**src/rtl/imm_gen_fifo_if.sv**
```systemverilog
// Handshake bundle for imm_gen_fifo: producer-side instruction words in,
// decoded immediates with tag and illegal flag out.
interface imm_gen_fifo_if #(
    parameter int XLEN  = 32,
    parameter int TAG_W = 8
);
    logic             in_valid;
    logic             in_ready;
    logic [31:0]      in_instr;
    logic [2:0]       in_imm_src;
    logic [TAG_W-1:0] in_tag;

    logic             out_valid;
    logic             out_ready;
    logic [XLEN-1:0]  out_imm;
    logic [TAG_W-1:0] out_tag;
    logic             out_illegal;

    modport master (
        output in_valid, in_instr, in_imm_src, in_tag, out_ready,
        input  in_ready, out_valid, out_imm, out_tag, out_illegal
    );

    modport slave (
        input  in_valid, in_instr, in_imm_src, in_tag, out_ready,
        output in_ready, out_valid, out_imm, out_tag, out_illegal
    );
endinterface

```
**src/rtl/imm_gen_fifo.sv**
```systemverilog
// RISC-V immediate decoder feeding a DEPTH-entry circular FIFO of {imm, tag, illegal}.
// Define IMM_GEN_UTYPE_EN to decode in_imm_src=4 as U-type; otherwise it is illegal.
module imm_gen_fifo #(
    parameter int XLEN  = 32,
    parameter int DEPTH = 2,
    parameter int TAG_W = 8
) (
    input  logic                  clk,
    input  logic                  rst_n,
    input  logic                  flush,
    imm_gen_fifo_if.slave         bus,
    output logic [$clog2(DEPTH):0] count
);
    localparam int PW = $clog2(DEPTH);
    localparam logic [PW:0] FULL = (PW + 1)'(DEPTH);

    logic [31:0]      decImm32;
    logic             decIllegal;
    logic [XLEN-1:0]  decImm;

    logic [XLEN-1:0]  immMem_q [DEPTH];
    logic [TAG_W-1:0] tagMem_q [DEPTH];
    logic             illMem_q [DEPTH];

    logic [PW-1:0]    wrPtr_q, wrPtr_d;
    logic [PW-1:0]    rdPtr_q, rdPtr_d;
    logic [PW:0]      count_q, count_d;

    logic             push;
    logic             pop;
    logic             outValid;
    logic             unused_instr_bits;

    // Every format is first built as a 32-bit value sign-extended from instr[31].
    always_comb begin
        decImm32   = '0;
        decIllegal = 1'b0;
        case (bus.in_imm_src)
            3'd0: decImm32 = {{20{bus.in_instr[31]}}, bus.in_instr[31:20]};
            3'd1: decImm32 = {{20{bus.in_instr[31]}}, bus.in_instr[31:25], bus.in_instr[11:7]};
            3'd2: decImm32 = {{19{bus.in_instr[31]}}, bus.in_instr[31], bus.in_instr[7],
                              bus.in_instr[30:25], bus.in_instr[11:8], 1'b0};
            3'd3: decImm32 = {{11{bus.in_instr[31]}}, bus.in_instr[31], bus.in_instr[19:12],
                              bus.in_instr[20], bus.in_instr[30:21], 1'b0};
`ifdef IMM_GEN_UTYPE_EN
            3'd4: decImm32 = {bus.in_instr[31:12], 12'b0};
`endif
            default: decIllegal = 1'b1;
        endcase
    end

    assign decImm            = XLEN'($signed(decImm32));
    assign unused_instr_bits = ^bus.in_instr[6:0];

    assign bus.in_ready = (count_q < FULL) && !flush;
    assign outValid     = (count_q != '0);
    assign push         = bus.in_valid && bus.in_ready;
    assign pop          = outValid && bus.out_ready;

    always_comb begin
        wrPtr_d = wrPtr_q;
        rdPtr_d = rdPtr_q;
        count_d = count_q;
        if (flush) begin
            wrPtr_d = '0;
            rdPtr_d = '0;
            count_d = '0;
        end else begin
            if (push) wrPtr_d = wrPtr_q + 1'b1;
            if (pop)  rdPtr_d = rdPtr_q + 1'b1;
            case ({push, pop})
                2'b10:   count_d = count_q + 1'b1;
                2'b01:   count_d = count_q - 1'b1;
                default: count_d = count_q;
            endcase
        end
    end

    always_ff @(posedge clk or negedge rst_n) begin
        if (!rst_n) begin
            wrPtr_q <= '0;
            rdPtr_q <= '0;
            count_q <= '0;
        end else begin
            wrPtr_q <= wrPtr_d;
            rdPtr_q <= rdPtr_d;
            count_q <= count_d;
        end
    end

    // Payload storage is deliberately left out of reset; count gates its visibility.
    always_ff @(posedge clk) begin
        if (push) begin
            immMem_q[wrPtr_q] <= decImm;
            tagMem_q[wrPtr_q] <= bus.in_tag;
            illMem_q[wrPtr_q] <= decIllegal;
        end
    end

    assign bus.out_valid   = outValid;
    assign bus.out_imm     = outValid ? immMem_q[rdPtr_q] : '0;
    assign bus.out_tag     = outValid ? tagMem_q[rdPtr_q] : '0;
    assign bus.out_illegal = outValid ? illMem_q[rdPtr_q] : 1'b0;
    assign count           = count_q;
endmodule

```
**src/flat_wrapper.sv**
```systemverilog
// flat-port wrapper written by rule: the top's interface ports become plain ports
module imm_gen_fifo_flat 
#(
    parameter int XLEN  = 32,
    parameter int DEPTH = 2,
    parameter int TAG_W = 8
)
  (clk, rst_n, flush, count, bus_in_valid, bus_in_instr, bus_in_imm_src, bus_in_tag, bus_out_ready, bus_in_ready, bus_out_valid, bus_out_imm, bus_out_tag, bus_out_illegal);
  imm_gen_fifo_if #(.XLEN(XLEN), .TAG_W(TAG_W)) bus_i ();
  input  logic clk;
  input  logic rst_n;
  input  logic flush;
  output logic [$clog2(DEPTH):0] count;
  input wire logic [$bits(bus_i.in_valid)-1:0] bus_in_valid;
  input wire logic [$bits(bus_i.in_instr)-1:0] bus_in_instr;
  input wire logic [$bits(bus_i.in_imm_src)-1:0] bus_in_imm_src;
  input wire logic [$bits(bus_i.in_tag)-1:0] bus_in_tag;
  input wire logic [$bits(bus_i.out_ready)-1:0] bus_out_ready;
  output wire logic [$bits(bus_i.in_ready)-1:0] bus_in_ready;
  output wire logic [$bits(bus_i.out_valid)-1:0] bus_out_valid;
  output wire logic [$bits(bus_i.out_imm)-1:0] bus_out_imm;
  output wire logic [$bits(bus_i.out_tag)-1:0] bus_out_tag;
  output wire logic [$bits(bus_i.out_illegal)-1:0] bus_out_illegal;
  assign bus_i.in_valid = bus_in_valid;
  assign bus_i.in_instr = bus_in_instr;
  assign bus_i.in_imm_src = bus_in_imm_src;
  assign bus_i.in_tag = bus_in_tag;
  assign bus_i.out_ready = bus_out_ready;
  assign bus_in_ready = bus_i.in_ready;
  assign bus_out_valid = bus_i.out_valid;
  assign bus_out_imm = bus_i.out_imm;
  assign bus_out_tag = bus_i.out_tag;
  assign bus_out_illegal = bus_i.out_illegal;
  imm_gen_fifo #(.XLEN(XLEN), .DEPTH(DEPTH), .TAG_W(TAG_W)) u_core (.clk(clk), .rst_n(rst_n), .flush(flush), .bus(bus_i), .count(count));
endmodule
```
**config.mk**
```make
export PLATFORM = sky130hd
export DESIGN_NAME = imm_gen_fifo_flat
export DESIGN_NICKNAME = d
export VERILOG_FILES = /design/src/rtl/imm_gen_fifo_if.sv /design/src/rtl/imm_gen_fifo.sv /design/src/flat_wrapper.sv
export SDC_FILE = /design/constraint.sdc
export NUM_CORES = 1
export LEC_CHECK = 0
export CORE_ASPECT_RATIO = 0.7
export CORE_MARGIN = 2
export CORE_UTILIZATION = 30
export DETAILED_ROUTE_END_ITERATION = 7
export MAX_ROUTING_LAYER = met4
export PLACE_DENSITY_LB_ADDON = 0.25
export SYNTH_ARGS = -nofsm -noshare
export SYNTH_HDL_FRONTEND = slang
export SYNTH_SLANG_ARGS = --single-unit
```
**constraint.sdc**
```tcl
create_clock -name clk -period 2.8 [get_ports clk]
set_input_delay 0.28 -clock clk [delete_from_list [all_inputs] [get_ports clk]]
set_output_delay 0.28 -clock clk [all_outputs]
set_load 0.02 [all_outputs]
```
==> out/metrics.cfg, run 1 <==
[status]
run_status=complete, no violations

[clocking]
clockBufferDepth=2
ctsResizeCount=0
cts_tree=yes
clkLatencyLatePin_ps=320
ctsRootBufferMaster=clkbuf_16
ctsHoldBuffers=0
cts_inserted_buffers=9
cts_sinks=64
clk_pin_slew_ps=50
post_cts_buffers=0
htree_levels=3

[floorplan]
dieWidth_um=119.6
dieArea_um2=10160
core-area_um2=9071
die_h_um=84.92
io_pins=93
row_count=29
start_util=0.3094

[finish]
syn_to_final_growth_pct=46.19
drive_gt1_frac=0.09864
fin_util=0.4523
final_area_um2=4103
diodes=0
nNetsFinal=337

[global_routing]
grt_pass1_vias=1853
grt_pass1_wl_um=9639
gr-usage-all-layers=0.1299
antenna_found_initial=0
grt.met2_usage=0.1901
grt_overflow=0
grt_util_met1=0.1725
grt_start_max_net_pins=24
use_met3=0.04503
busiest_layer=met2

[worst_setup_path]
worstSetupEndpointType=output pin
critPathMaxFanout=12
crit_arrival_ps=2210
crit_type=flip-flop to output pin
crit_required_ps=2520
startpoint_type=flip-flop

[sta]
setup_violations=0
rsz0062_at_grt=false
tightest_slew_ps=936.5
setup_slack_ps=309.4
maxSlewHeadroom=0.3737
hold_violations=0
fin_crit_sh=0.8895
fin_crit_ps=2491
worst_clock_skew_ps=3.740
finalSetupTns_ps=0
hold_slack_ps=170.6
final-max-slew-violation-count=0
clock.fmax_mhz=401.5

[drt]
wire_per_inst_um=14.77
drt_iter0_drc=68
postRouteAntennaNets=0
viasPerCell=4.443
drt_wl_total_um=6175
drc=0
vias=1857
firstDrtPassIters=4

[logic_synthesis]
muxShareOfSynthArea=0.1284
yosysWarnings=0
synthAdderAreaFrac=0
ys.flop_type=edfxtp_1
synth.cell_area_um2=2806
synth_edf_count=60
synth_cell_types=23
ys_seq_area_frac=0.6777
synth.avg_cell_area_um2=13.49
synthesis.nets=256
synth_top_family_by_area=multiplexers
synth-compound-area-share=0.02720
synth_xor_area_frac=0.01204
ys_ff_latch=64
syn_inst=208
synthSimpleGateAreaFrac=0.1057
async_reset_ff_frac=0.06250

[worst_hold_path]
worstHoldPathType=input port to async pin

[placement]
pre_cts_ws_ps=618.9
placed_area_um2=3781
gp_congestion=0.7441
io_buffers=85
dp_hpwl_um=4157

[pwr]
p_per_area_nw_per_um2=664.9
p_leak_nw=1.402
peakVddDrop_mv=0.2627

[flow_run]
drv_cap=0

-- cell type report --
class                   count  area, um2
repair buffers             93      935.9
multi-input cells         120      783.3
well taps                 124      155.1
clock inverters             7      96.34
clock buffers               9      225.2
fillers                   872       4969
inverters                   1      3.754
flip-flops and latches     64       1903
-- through the flow --
stage / total power (W) / cells
after floorplan: 0.001364 / 208
after global placement: 0.001570 / 402
after detailed placement: 0.001575 / 402
after CTS: 0.002761 / 418
after global routing: 0.002836 / 418
final: 0.002728 / 418
-- flip-flops by register name (all words and copies together), names as in the netlist --
name,flops
u_core.count,2
u_core.illMem_q,2
u_core.wrPtr_q,1
u_core.immMem_q,42
u_core.rdPtr_q,1
u_core.tagMem_q,16
-- final timing paths --
kind                                       from                      to  slack [ps]  cells past startpoint
min in group clk                  bus_in_tag[2]   u_core.tagMem_q[1][2]         540                      1
worst min register to register   u_core.wrPtr_q          u_core.wrPtr_q         620                      2
worst max-delay path            u_core.count[1]         bus_out_imm[26]         310                      3
worst max register to register  u_core.count[1]  u_core.immMem_q[0][18]        1110                      4
worst min-delay path                      rst_n         u_core.count[0]         170                      1
max in group asynchronous                 rst_n          u_core.rdPtr_q        2430                      1
-- power breakdown --
group	switching (W)	leakage (nW)	total, W	internal (W)
Combinational	0.000225	0.645	0.000436	0.000211
Clock	0.000401	0.148	0.00118	0.000778
Sequential	0.0000157	0.610	0.00111	0.00110
Total	0.000642	1.40	0.00273	0.00209
-- per-layer routing --
layer,vias up,share of wire
li1,895,-
met1,893,0.49
met2,61,0.44
met3,8,0.055
met4,0,0.011
met5,-,0
-- synthesized netlist by cell type (2+ instances only) --
cell type / count / area [um2]
a21oi_1: 9 / 45.04
buf_2: 5 / 25.02
buf_4: 11 / 82.58
clkbuf_1: 7 / 26.28
dfrtp_1: 4 / 100.1
edfxtp_1: 60 / 1802
mux2i_1: 36 / 360.4
nand2_1: 5 / 18.77
nand2b_1: 2 / 12.51
nand3_1: 8 / 40.04
nor2_1: 40 / 150.1
nor2b_1: 9 / 56.30
o21ai_0: 2 / 10.01
-- cells by family (layout without fill, tap and decap cells) --
group,Yosys count,in the layout
simple gates,67,67
xor+xnor,3,3
buf+inv,24,110
flops,64,64
compound gates,14,14
mux,36,36
-- critical path, stage by stage, from the launching register on --
cell and delay (ps):
dfrtp_1 510, nor2_4 70, nor2_1 560, clkdlybuf4s50_1 740
-- layout by cell type (no fill, tap or decap) --
| cell type | synthesis | routed |
|---|---|---|
| a211oi_1 | 1 | 1 |
| a21o_1 | 1 | 1 |
| a21oi_1 | 9 | 9 |
| a31oi_1 | 1 | 1 |
| and3_2 | 0 | 1 |
| buf_12 | 0 | 2 |
| buf_4 | 11 | 6 |
| bufinv_16 | 0 | 2 |
| clkbuf_16 | 0 | 9 |
| clkdlybuf4s50_1 | 0 | 85 |
| clkinv_2 | 0 | 1 |
| clkinv_4 | 0 | 1 |
| clkinvlp_4 | 0 | 3 |
| dfrtp_1 | 4 | 3 |
| dfrtp_2 | 0 | 1 |
| edfxtp_1 | 60 | 60 |
| inv_1 | 1 | 1 |
| mux2i_1 | 36 | 36 |
| nand2_1 | 5 | 5 |
| nand2b_1 | 2 | 2 |
| nand3_1 | 8 | 8 |
| nand3b_1 | 1 | 1 |
| nor2_1 | 40 | 38 |
| nor2_4 | 0 | 2 |
| nor2b_1 | 9 | 9 |
| nor3_1 | 1 | 1 |
| o21ai_0 | 2 | 2 |
| xnor2_1 | 1 | 1 |
| xor2_1 | 1 | 1 |
| xor2_2 | 1 | 1 |
No activity file was read; power rests on OpenSTA's default activity.
==> run 2: changes to the inputs <==
--- a/config.mk
+++ b/config.mk
@@ -9,7 +9,6 @@
 export CORE_MARGIN = 2
 export CORE_UTILIZATION = 30
 export DETAILED_ROUTE_END_ITERATION = 7
-export MAX_ROUTING_LAYER = met4
 export PLACE_DENSITY_LB_ADDON = 0.25
 export SYNTH_ARGS = -nofsm -noshare
 export SYNTH_HDL_FRONTEND = slang
==> run 2 against run 1 <==
Flip-flop and latch count unchanged. Combinational power about the same. Global-route usage down 0.38 points. Design area unchanged. Clock skew up 1.1 ps. Largest power group unchanged. Non-clock buffer count unchanged. Register-to-register slack about the same. First-iteration DRC count up 8.8%.
==> out/metrics.cfg, run 2 (same netlist as run 1, synthesis figures left out) <==
[worst_setup_path]
crit_required_ps=2520  ; about the same
critPathLaunch=u_core.count[1]
regToRegSetupSlack_ps=1110  ; about the same
r2r-start=u_core.count[1]
cp-endpoint=bus_out_imm[26]
ff2ff_path_depth=4  ; unchanged
critical_path.slowest_cell=clkdlybuf4s50_1
startpoint_type=flip-flop
crit_type=flip-flop to output pin
crit_arrival_ps=2200  ; about the same
critPathMaxFanout=12  ; unchanged
worstPathCellList=nor2_4 > nor2_1 > clkdlybuf4s50_1
slowest_delay_ps=740  ; about the same
r2r-end=u_core.immMem_q[0][18]
worstSetupEndpointType=output pin

[drt]
firstDrtPassIters=4  ; unchanged
wire_per_inst_um=14.76  ; about the same
vias=1858  ; +0.054%
viasPerCell=4.445  ; about the same
drc=0  ; unchanged
drt_iter0_drc=74  ; +8.8%
postRouteAntennaNets=0  ; unchanged
drt_wl_total_um=6169  ; about the same

[sta]
final-max-slew-violation-count=0  ; unchanged
clock.fmax_mhz=403.1  ; +0.39%
finalSetupTns_ps=0  ; unchanged
fin_crit_sh=0.8861  ; -0.003424
worst_clock_skew_ps=4.873  ; +1.133 ps
rsz0062_at_grt=false
fin_crit_ps=2481  ; -9.586 ps
maxSlewHeadroom=0.3614  ; -0.01228
tightest_slew_ps=954.9  ; +18.36 ps
hold_violations=0  ; unchanged
setup_violations=0  ; unchanged

[finish]
drive_gt1_frac=0.09864  ; unchanged
nNetsFinal=337  ; unchanged
fin_cells=418  ; unchanged
final_common_cell=clkdlybuf4s50_1
final_cell_mix=clkdlybuf4s50_1 (85), edfxtp_1 (60), nor2_1 (38), mux2i_1 (36)
final_area_um2=4103  ; unchanged
largestRegisters=u_core.immMem_q: 42 flops, u_core.tagMem_q: 16 flops
largest-register=u_core.immMem_q
diodes=0  ; unchanged
syn_to_final_growth_pct=46.19  ; unchanged
largest_register_ffs=42  ; unchanged

[placement]
placed_area_um2=3781  ; unchanged
dp_hpwl_um=4157  ; unchanged
io_buffers=85  ; unchanged
place_inst=402  ; unchanged
gp_congestion=0.7351  ; -1.2%

[global_routing]
gr-usage-all-layers=0.1261  ; -0.003782
grt_pass1_vias=1845  ; -0.43%
grt_start_max_net_pins=24  ; unchanged
grt_overflow=0  ; unchanged
grt_pass1_wl_um=9646  ; about the same
antenna_found_initial=0  ; unchanged

[floorplan]
dieArea_um2=10160  ; unchanged
io_pins=93  ; unchanged
die_h_um=84.92  ; unchanged
core-area_um2=9071  ; unchanged
start_util=0.3094  ; unchanged
row_count=29  ; unchanged
dieWidth_um=119.6  ; unchanged

[clocking]
ctsRootBufferMaster=clkbuf_16
clkLatencyLatePin_ps=320  ; about the same
cts_tree=yes
clockBufferDepth=2  ; unchanged
ctsResizeCount=0  ; unchanged
post_cts_buffers=0  ; unchanged
cts_sinks=64  ; unchanged
htree_levels=3  ; unchanged
clk_pin_slew_ps=50  ; about the same
ctsHoldBuffers=0  ; unchanged
cts_inserted_buffers=9  ; unchanged

[pwr]
p_leak_nw=1.402  ; unchanged
finalPower_w=0.002726  ; about the same
p_per_area_nw_per_um2=664.5  ; about the same
peakVddDrop_mv=0.2639  ; +0.45%

[flow_run]
drv_cap=0  ; unchanged

[status]
run_status=complete, no violations

[worst_hold_path]
worstHoldPathType=input port to async pin

## run 2: how the worst min path moves through the flow
stage | end | start | cells after the start | slack (ps)
floorplan | u_core.count[0] | rst_n | 0 | -20
global route | u_core.count[0] | rst_n | 1 | 180
global placement | u_core.wrPtr_q | rst_n | 1 | 510
detailed placement | u_core.wrPtr_q | rst_n | 1 | 520
finish | u_core.count[0] | rst_n | 1 | 170
CTS | u_core.wrPtr_q | rst_n | 1 | 170
## run 2: stage by stage
step | utilization | hold slack, ps | worst slack [ps]
final | 0.4523 | 170.3 | 319.0
after global routing | 0.4523 | 179.1 | 128.4
after CTS | 0.4523 | 170.0 | 257.1
after detailed placement | 0.4168 | 516.3 | 618.9
after global placement | 0.4168 | 513.4 | 682.0
after floorplan | - | -15.59 | 109.5
## run 2: critical path: cells and delay by family, from the launching register on
family	cells	cell delay (ps)
flip-flops	1	510
buffers and inverters	1	740
AND/OR/NAND/NOR	2	620
## run 2: layout make-up
cell class	count	area (um2)
tap	124	155.1
clock inverter	7	96.34
inverter	1	3.754
fill	872	4969
timing repair buffer	93	935.9
clock buffer	9	225.2
multi-input combinational	120	783.3
sequential	64	1903
## run 2: routing by layer
layer / share of wire / track usage / up-vias
li1: - / - / 892
met1: 0.50 / 0.1725 / 903
met2: 0.44 / 0.1891 / 55
met3: 0.056 / 0.04704 / 8
met4: 0.011 / 0.03529 / 0
met5: 0 / 0 / -
## run 2: power by group
part           leakage (nW)  switching, W  internal, W
sequential            0.610     0.0000157      0.00110
combinational         0.645      0.000225     0.000211
clock                 0.148      0.000399     0.000778
total                  1.40      0.000640      0.00209
